[src/rtl/alm_pkg.sv]
// Shared widths, leading-one decomposition and the behavioural ALM-SOA reference
// used by the pipeline's self-checks and by verification.
package alm_pkg;

    localparam int unsigned W_MAX  = 32;
    localparam int unsigned KW_MAX = 6;

    // Leading-one index and the (w-1)-bit fraction below it, right-justified in f.
    typedef struct packed {
        logic [KW_MAX-1:0] k;
        logic [W_MAX-2:0]  f;
    } lod_t;

    function automatic int unsigned kw_of(input int unsigned w);
        return $clog2(w);
    endfunction

    function automatic lod_t lod(input logic [W_MAX-1:0] a, input int unsigned w);
        lod_t r;
        r = '0;
        for (int unsigned i = 0; i < w; i++)
            if (a[i]) r.k = KW_MAX'(i);
        if (a != '0)
            r.f = (W_MAX-1)'((64'(a) ^ (64'd1 << r.k)) << (w - 1 - 32'(r.k)));
        return r;
    endfunction

    function automatic logic [63:0] alm_soa_ref(input logic [W_MAX-1:0] x,
                                                input logic [W_MAX-1:0] y,
                                                input int unsigned      w,
                                                input int unsigned      m);
        lod_t             la;
        lod_t             lb;
        logic [W_MAX-1:0] u;
        logic [63:0]      s;
        int unsigned      kk;
        if (x == '0 || y == '0) return '0;
        la = lod(x, w);
        lb = lod(y, w);
        u  = W_MAX'(la.f >> m) + W_MAX'(lb.f >> m);
        s  = ((64'(u) & ((64'd1 << (w - 1 - m)) - 64'd1)) << m) | ((64'd1 << m) - 64'd1);
        kk = 32'(la.k) + 32'(lb.k) + 32'(u[w-1-m]);
        return 64'(({64'd0, (64'd1 << (w - 1)) | s} << kk) >> (w - 1));
    endfunction

endpackage

[src/rtl/alm_mult_pipe_if.sv]
// Operand/result stream bundle for alm_mult_pipe: the source/consumer drives
// through master, the multiplier sits on slave.
interface alm_mult_pipe_if #(
    parameter int unsigned W = 16
);
    logic           in_valid;
    logic           in_ready;
    logic [W-1:0]   x;
    logic [W-1:0]   y;
    logic           approx;
    logic           out_valid;
    logic           out_ready;
    logic [2*W-1:0] p_out;
    logic           p_approx;

    modport master (
        output in_valid, x, y, approx, out_ready,
        input  in_ready, out_valid, p_out, p_approx
    );

    modport slave (
        input  in_valid, x, y, approx, out_ready,
        output in_ready, out_valid, p_out, p_approx
    );
endinterface

[src/rtl/alm_lod.sv]
// Leading-one detector plus normaliser: k is the leading-one index, f the bits
// below it left-aligned into a (W-1)-bit fraction.
module alm_lod #(
    parameter int unsigned W  = 16,
    parameter int unsigned KW = 4
) (
    input  logic [W-1:0]  a_i,
    output logic [KW-1:0] k_o,
    output logic [W-2:0]  f_o,
    output logic          zero_o
);
    always_comb begin
        // NOTE: k_o gets a default before the loop so no path leaves it unassigned (no latch).
        k_o = '0;
        for (int i = 0; i < W; i++)
            if (a_i[i]) k_o = KW'(i);
        f_o    = (W-1)'(a_i << (KW'(W - 1) - k_o));
        zero_o = (a_i == '0);
    end
endmodule

[src/rtl/alm_mult_pipe.sv]
// Pipelined ALM-SOA / exact multiplier: operand register, LOD, SOA add, antilog
// shift into the output register, all under one global stall.
module alm_mult_pipe
    import alm_pkg::*;
#(
    parameter int unsigned W = 16,
    parameter int unsigned M = 10
) (
    input  logic           clk,
    input  logic           rst,
    alm_mult_pipe_if.slave bus
);
    localparam int unsigned  KW       = kw_of(W);
    localparam int unsigned  UW       = W - 1 - M;
    localparam logic [W-2:0] SOA_ONES = (W-1)'((64'd1 << M) - 64'd1);

    logic           advance;
    logic           v0_q, ap0_q;
    logic [W-1:0]   x0_q, y0_q;
    logic           v1_q, ap1_q, z1_q;
    logic [KW-1:0]  ka1_q, kb1_q;
    logic [UW-1:0]  fa1_q, fb1_q;
    logic [W-1:0]   x1_q, y1_q;
    logic           v2_q, ap2_q, z2_q;
    logic [W-2:0]   s2_q;
    logic [KW:0]    kk2_q;
    logic [2*W-1:0] pe2_q;
    logic           v3_q, ap3_q;
    logic [2*W-1:0] p3_q;

    logic [KW-1:0]  ka_d, kb_d;
    logic [W-2:0]   fa_d, fb_d;
    logic           za_d, zb_d;
    logic [UW:0]    u_d;
    logic [W-2:0]   s2_d;
    logic [KW:0]    kk2_d;
    logic [2*W-1:0] pe2_d;
    logic [2*W-1:0] p3_d;

    assign advance      = !v3_q || bus.out_ready;
    assign bus.in_ready = advance;
    assign bus.out_valid = v3_q;
    assign bus.p_out    = p3_q;
    assign bus.p_approx = ap3_q;

    alm_lod #(.W(W), .KW(KW)) u_lod_x (.a_i(x0_q), .k_o(ka_d), .f_o(fa_d), .zero_o(za_d));
    alm_lod #(.W(W), .KW(KW)) u_lod_y (.a_i(y0_q), .k_o(kb_d), .f_o(fb_d), .zero_o(zb_d));

    always_comb begin
        u_d   = {1'b0, fa1_q} + {1'b0, fb1_q};
        s2_d  = ((W-1)'(u_d[UW-1:0]) << M) | SOA_ONES;
        kk2_d = (KW+1)'(ka1_q) + (KW+1)'(kb1_q) + (KW+1)'(u_d[UW]);
        pe2_d = (2*W)'(x1_q) * (2*W)'(y1_q);
        p3_d  = '0;
        if (!z2_q)
            p3_d = ap2_q ? (2*W)'(((3*W-1)'({1'b1, s2_q}) << kk2_q) >> (W - 1)) : pe2_q;
    end

    always_ff @(posedge clk or posedge rst) begin
        // NOTE: state registers use non-blocking assignments so every stage samples pre-edge values.
        if (rst) begin
            v0_q  <= 1'b0;
            v1_q  <= 1'b0;
            v2_q  <= 1'b0;
            v3_q  <= 1'b0;
            ap3_q <= 1'b0;
            p3_q  <= '0;
        end else if (advance) begin
            v0_q  <= bus.in_valid;  // in_ready == advance, so this is the accept
            v1_q  <= v0_q;
            v2_q  <= v1_q;
            v3_q  <= v2_q;
            ap3_q <= ap2_q;
            p3_q  <= p3_d;
        end
    end

    // NOTE: datapath registers carry no reset; the stage valid bits qualify their contents.
    always_ff @(posedge clk) begin
        if (advance) begin
            x0_q  <= bus.x;
            y0_q  <= bus.y;
            ap0_q <= bus.approx;
            ka1_q <= ka_d;
            kb1_q <= kb_d;
            fa1_q <= fa_d[W-2:M];
            fb1_q <= fb_d[W-2:M];
            z1_q  <= za_d || zb_d;
            x1_q  <= x0_q;
            y1_q  <= y0_q;
            ap1_q <= ap0_q;
            s2_q  <= s2_d;
            kk2_q <= kk2_d;
            pe2_q <= pe2_d;
            z2_q  <= z1_q;
            ap2_q <= ap1_q;
        end
    end

    lod_t lx, ly;
    assign lx = lod(W_MAX'(x0_q), W);
    assign ly = lod(W_MAX'(y0_q), W);

    always @(posedge clk) begin
        if (!rst && v0_q)
            assert (KW_MAX'(ka_d) == lx.k && (W_MAX-1)'(fa_d) == lx.f &&
                    KW_MAX'(kb_d) == ly.k && (W_MAX-1)'(fb_d) == ly.f);
    end
endmodule

[src/flat_wrapper.sv]
// flat-port wrapper written by rule: the top's interface ports become plain ports
module alm_mult_pipe_flat import alm_pkg::*;
#(
    parameter int unsigned W = 16,
    parameter int unsigned M = 10
)
  (clk, rst, bus_in_valid, bus_x, bus_y, bus_approx, bus_out_ready, bus_in_ready, bus_out_valid, bus_p_out, bus_p_approx);
  alm_mult_pipe_if #(.W(W)) bus_i ();
  input  logic clk;
  input  logic rst;
  input wire logic [$bits(bus_i.in_valid)-1:0] bus_in_valid;
  input wire logic [$bits(bus_i.x)-1:0] bus_x;
  input wire logic [$bits(bus_i.y)-1:0] bus_y;
  input wire logic [$bits(bus_i.approx)-1:0] bus_approx;
  input wire logic [$bits(bus_i.out_ready)-1:0] bus_out_ready;
  output wire logic [$bits(bus_i.in_ready)-1:0] bus_in_ready;
  output wire logic [$bits(bus_i.out_valid)-1:0] bus_out_valid;
  output wire logic [$bits(bus_i.p_out)-1:0] bus_p_out;
  output wire logic [$bits(bus_i.p_approx)-1:0] bus_p_approx;
  assign bus_i.in_valid = bus_in_valid;
  assign bus_i.x = bus_x;
  assign bus_i.y = bus_y;
  assign bus_i.approx = bus_approx;
  assign bus_i.out_ready = bus_out_ready;
  assign bus_in_ready = bus_i.in_ready;
  assign bus_out_valid = bus_i.out_valid;
  assign bus_p_out = bus_i.p_out;
  assign bus_p_approx = bus_i.p_approx;
  alm_mult_pipe #(.W(W), .M(M)) u_core (.clk(clk), .rst(rst), .bus(bus_i));
endmodule
[config.mk]
export PLATFORM = sky130hd
export DESIGN_NAME = alm_mult_pipe_flat
export DESIGN_NICKNAME = d
export VERILOG_FILES = /design/src/rtl/alm_pkg.sv /design/src/rtl/alm_mult_pipe_if.sv /design/src/rtl/alm_lod.sv /design/src/rtl/alm_mult_pipe.sv /design/src/flat_wrapper.sv
export SDC_FILE = /design/constraint.sdc
export NUM_CORES = 1
export LEC_CHECK = 0
export CORE_ASPECT_RATIO = 0.7
export CORE_UTILIZATION = 45
export DETAILED_ROUTE_END_ITERATION = 8
export HOLD_SLACK_MARGIN = 0.08
export PLACE_DENSITY = 0.7
export SYNTH_ARGS = -nofsm -noshare
export SYNTH_HDL_FRONTEND = slang
export SYNTH_SLANG_ARGS = --single-unit
export TNS_END_PERCENT = 20
[constraint.sdc]
create_clock -name clk -period 10.8 [get_ports clk]
set_clock_uncertainty 0.15 [all_clocks]
set_input_delay 3.24 -clock clk [delete_from_list [all_inputs] [get_ports clk]]
set_output_delay 3.24 -clock clk [all_outputs]
set_load 0.05 [all_outputs]
======== Yosys cells after proc, flatten, opt, wreduce, memory -nomap -nowiden ========
Index checks and enable logic that the tools add are counted.
Widths: inputs -> output; s select.
operators by class
  add/subtract/negate cells ............... 5
  multiply operators ...................... 1
  divide/modulo/power cells ............... 0
  magnitude comparators ................... 0
  equal/unequal tests ..................... 0
  shift-type cells ........................ 3
  mux-type cells .......................... 32
  bitwise logic cells ..................... 0
  reduce and logical (&&, ||, !) cells .... 5
operators with widths
  operator             number
  $mux 4               28
  $mux 32              2
  $shl 16x5->47        1
  $logic_not 16->1     2
  $mul 16x16->32       1
  $shl 16x4->15        2
  $sub 4x4->4 const A  2
  $add 5x5->6          1
  $add 4x4->5          1
  $add 5x1->5          1
  $logic_or 1x1->1     2
  $mux 1               2
  $logic_not 1->1      1
storage, ports and cells
  flip-flop bits (word level) ............. 166
  latch bits .............................. 0
  RAM bits ................................ 0
  bits in read-only memories .............. 0
  word-level logic and storage cells ...... 68
  memories ................................ 0

======== Depth between registers and ports, before layout ========
  depth after elaboration ................. 17
  gate-level depth with buffers ........... 22
  depth with buffers taken out ............ 21

======== Modules after synthesis ========
From an unflattened synthesis, not the netlist that was laid out.
second synthesis, totals
  cells, all modules ...................... 1731
  area, all modules ....................... 17106.4 sq um
modules (own cells, without submodules)
  module         times used  cells each  area an instance (sq um)
  alm_mult_pipe  1           1447        15257.1
  alm_lod        2           142         924.6

======== Least setup slack after synthesis ========
No wires, ideal clock.
  path kind ............................... input -> output
  start point ............................. in bus_out_ready
  end point ............................... out bus_in_ready
  arrival ................................. 6.407 ns
  data required time ...................... 7.410 ns
  setup slack ............................. 1.003 ns
  stages .................................. 4
  path buffers ............................ 2
  path through ............................ nor2b_1 clkbuf_1 clkbuf_1 inv_1
between the ends
  longest elaborated chain between the ends .. 1
ends and longest elaborated chain
  element           line                 source
  start, declared   flat_wrapper.sv:15   input wire logic [$bits(bus_i.out_ready)-1:0] bus_out_ready;
  $logic_or 1x1->1  alm_mult_pipe.sv:40  assign advance = !v3_q || bus.out_ready;
  end, declared     flat_wrapper.sv:16   output wire logic [$bits(bus_i.in_ready)-1:0] bus_in_ready;
Every way passes these cells.

======== Worst setup path in the final report ========
Same ends and word-level chain as after synthesis.

==> impl_metrics.env <==
export IMPL_outcome="complete, no violations"
export IMPL_crit_type="input port to primary output"
export IMPL_routed_via_count=11000
export IMPL_hold_depth=0
export IMPL_reg2reg_to="u_core.pe2_q[29]"
export IMPL_hp_class="register to register"
export IMPL_yosysWarnings=0
export IMPL_use_met1_pct=33.9
export IMPL_fin_cells=2083
export IMPL_postCtsHoldBufs=0
export IMPL_r2r_start="u_core.x1_q[12]"
export IMPL_h_tree_depth=4
export IMPL_top_usage_layer="met1"
export IMPL_path_max_fanout=43
export IMPL_via_per_inst=5.27
export IMPL_grt_pass1_wl_mm=61.1
export IMPL_drv_slew=0
export IMPL_finalNetCount=1944
export IMPL_hold_violations=0
export IMPL_cts_buffers=17
export IMPL_layout_filler_cells=3119
export IMPL_die_width_um=227
export IMPL_use_met2_pct=31.0
export IMPL_antennaDiodeCount=0
export IMPL_io_buffers=71
export IMPL_critPathCaptureType="primary output"
export IMPL_synth_edff_count=129
export IMPL_period_share_pct=78.0
export IMPL_min_to="u_core.ap1_q"
export IMPL_antenna_found_initial=0
export IMPL_pin_count=72
export IMPL_worst_pin_slew_ns=1.21
export IMPL_use_met3_pct=5.26
export IMPL_post_place_ws_ns=2.39
export IMPL_grt_overflow=0
export IMPL_max_slew_margin_pct=18.7
export IMPL_setup_viol_count_final=0
export IMPL_grt_max_degree=67
export IMPL_grt_pass1_vias=11300
export IMPL_ys_seq_area_share_pct=30.2
export IMPL_area_delta_synth_final_pct=10.6
export IMPL_period_needed_ns=8.42
export IMPL_die_h_um=159
export IMPL_synth_net_count=1914
export IMPL_drive_above_1_share_pct=4.16
export IMPL_cts_tree="yes"
export IMPL_r2r_slack_ns=4.26
export IMPL_syn_avg_cell_area_um2=10.1
export IMPL_routabilityCongestion=0.889
export IMPL_cap_violations=0
export IMPL_synth_largest_area_cell="fa_1"
export IMPL_ant_nets=0
export IMPL_arrival_ns=5.03
export IMPL_dp_hpwl_mm=29.0
export IMPL_clk_latency_ns=0.44
export IMPL_cts_resized=0
export IMPL_ys_flop_type="edfxtp_1"
export IMPL_dp_cells=2051
export IMPL_track_usage_pct=22.0
export IMPL_cts_setup_buffers=0
export IMPL_cts_root_buffer_cell="clkbuf_16"
export IMPL_initial_utilization_pct=45.8
export IMPL_start_kind="input port"
export IMPL_tns_ns=0
export IMPL_rows=57
export IMPL_wl_mm=37.7
export IMPL_synth_cell_area_um2=15900
export IMPL_max_freq_ghz=0.119
export IMPL_dieArea_um2=36100
export IMPL_drc=0
export IMPL_fin_hold_ws_ns=0.270
export IMPL_clock_sinks=166
export IMPL_yosys_top_cells_area="fa_1, edfxtp_1, ha_1"
export IMPL_layout_setup_ws_ns=2.38
export IMPL_synthDistinctLibCells=70
export IMPL_clkTransAtPathRegs_ns=0.06
export IMPL_fp_coreArea_um2=34700
export IMPL_hold_start="u_core.ap0_q"
export IMPL_firstDrtPassIters=5
export IMPL_clock_path_buffers=2
export IMPL_ys_seq_elements=166
export IMPL_wl_per_cell_um=18.1
export IMPL_drtIter0Drc=780
export IMPL_yosysTopAreaCellShare_pct=24.8
export IMPL_critPathRequiredTime_ns=7.41
export IMPL_synthArstFlopShare_pct=22.3
export IMPL_reg2reg_depth=19
export IMPL_rsz0062_at_grt="false"
export IMPL_syn_inst=1568
## area by class of cell
| cell class | count | area, µm² | area share, % |
|---|---|---|---|
| Sequential cell | 166 | 4800 | 27.3 |
| Timing Repair Buffer | 77 | 756 | 4.30 |
| Tap cell | 472 | 591 | 3.36 |
| Multi-Input combinational cell | 1089 | 9890 | 56.3 |
| Clock buffer | 18 | 429 | 2.44 |
| Clock inverter | 14 | 175 | 0.997 |
| Inverter | 247 | 935 | 5.32 |
## logic make-up (layout without fill, tap and decap cells)
family	Yosys count	in the layout	share of synthesized area [%]
xor gates and xnor gates	36	36	1.98
DFF	166	166	30.2
muxes	50	50	3.20
AOI/OAI and AO/OA	231	231	9.35
and+or+nand+nor	463	463	14.0
adders and majority gates	309	309	33.6
buffers and inverters	313	356	7.62
## sequential cells by signal (all words and copies together) (netlist names), 4 cells and up
name and count:
u_core.s2_q 5, u_core.x1_q 16, u_core.fa1_q 5, u_core.bus.p_out 32, u_core.kb1_q 4, u_core.y0_q 16
u_core.x0_q 16, u_core.ka1_q 4, u_core.fb1_q 5, u_core.y1_q 16, u_core.pe2_q 32, u_core.kk2_q 5
## per-stage QoR
stage          utilization (%)  cell area (µm²)
3_3_place_gp              48.9            17000
2_1_floorplan                -            15900
5_1_grt                   50.6            17600
3_5_place_dp              48.9            17000
6_report                  50.6            17600
4_1_cts                   50.6            17600
## worst max path at each step
stage	from	to	slack [ns]	depth (start not counted)
after floorplan	bus_out_ready	bus_in_ready	1.00	4
after global placement	bus_out_ready	bus_in_ready	2.36	5
after detailed placement	bus_out_ready	bus_in_ready	2.39	5
after CTS	bus_out_ready	bus_in_ready	2.38	5
after global routing	bus_out_ready	bus_in_ready	2.27	5
final	bus_out_ready	bus_in_ready	2.38	5
## Yosys cell counts, types with 3 or more instances
cell,count
inv_1,245
nand2_1,206
fa_1,197
and2_1,130
edfxtp_1,129
ha_1,112
o21ai_0,65
a21oi_1,60
clkbuf_1,56
nor2_1,55
mux2i_1,43
dfrtp_1,37
xnor2_1,27
a21o_1,16
nand3_1,16
nand2b_1,14
o211ai_1,11
nor3_1,9
o22ai_1,9
or2_2,9
xor2_1,9
a211oi_1,7
a22oi_1,7
mux2_2,7
a31oi_1,6
and3_1,6
buf_1,5
nor2b_1,5
nor4_1,5
o21bai_1,5
a22o_1,4
a211o_1,3
a221o_1,3
o31ai_1,3
## critical path, stage by stage
cell and delay, ns:
clkdlybuf4s50_1 0.42, nor2b_2 0.10, buf_4 0.40, inv_4 0.12
clkdlybuf4s50_1 0.73
## layer usage
metal,wire (µm),vias to the layer above
li1,-,5154
met2,15900,371
met1,18400,5415
met4,542,0
met5,0,-
met3,2830,43
## cell usage in the layout (no fill, tap or decap), types with 5 or more instances in the layout
| master | synthesis | routed |
|---|---|---|
| a31oi_1 | 6 | 6 |
| a21oi_1 | 60 | 60 |
| o211ai_1 | 11 | 11 |
| and3_1 | 6 | 6 |
| nand2_1 | 206 | 206 |
| xnor2_1 | 27 | 27 |
| nor2_1 | 55 | 55 |
| buf_4 | 1 | 6 |
| edfxtp_1 | 129 | 129 |
| ha_1 | 112 | 112 |
| clkdlybuf4s50_1 | 0 | 71 |
| a21o_1 | 16 | 16 |
| and2_1 | 130 | 130 |
| nand2b_1 | 14 | 14 |
| a211oi_1 | 7 | 7 |
| nor4_1 | 5 | 5 |
| mux2i_1 | 43 | 43 |
| fa_1 | 197 | 197 |
| nand3_1 | 16 | 16 |
| nor3_1 | 9 | 9 |
| o21bai_1 | 5 | 5 |
| o21ai_0 | 65 | 65 |
| a22oi_1 | 7 | 7 |
| clkbuf_16 | 0 | 17 |
| mux2_2 | 7 | 7 |
| dfrtp_1 | 37 | 37 |
| or2_2 | 9 | 9 |
| o22ai_1 | 9 | 9 |
| inv_1 | 245 | 244 |
| xor2_1 | 9 | 9 |
Power is left out: the tool's default activity adds up to more than one toggle a clock period on the data nets, which glitch-free logic cannot reach.
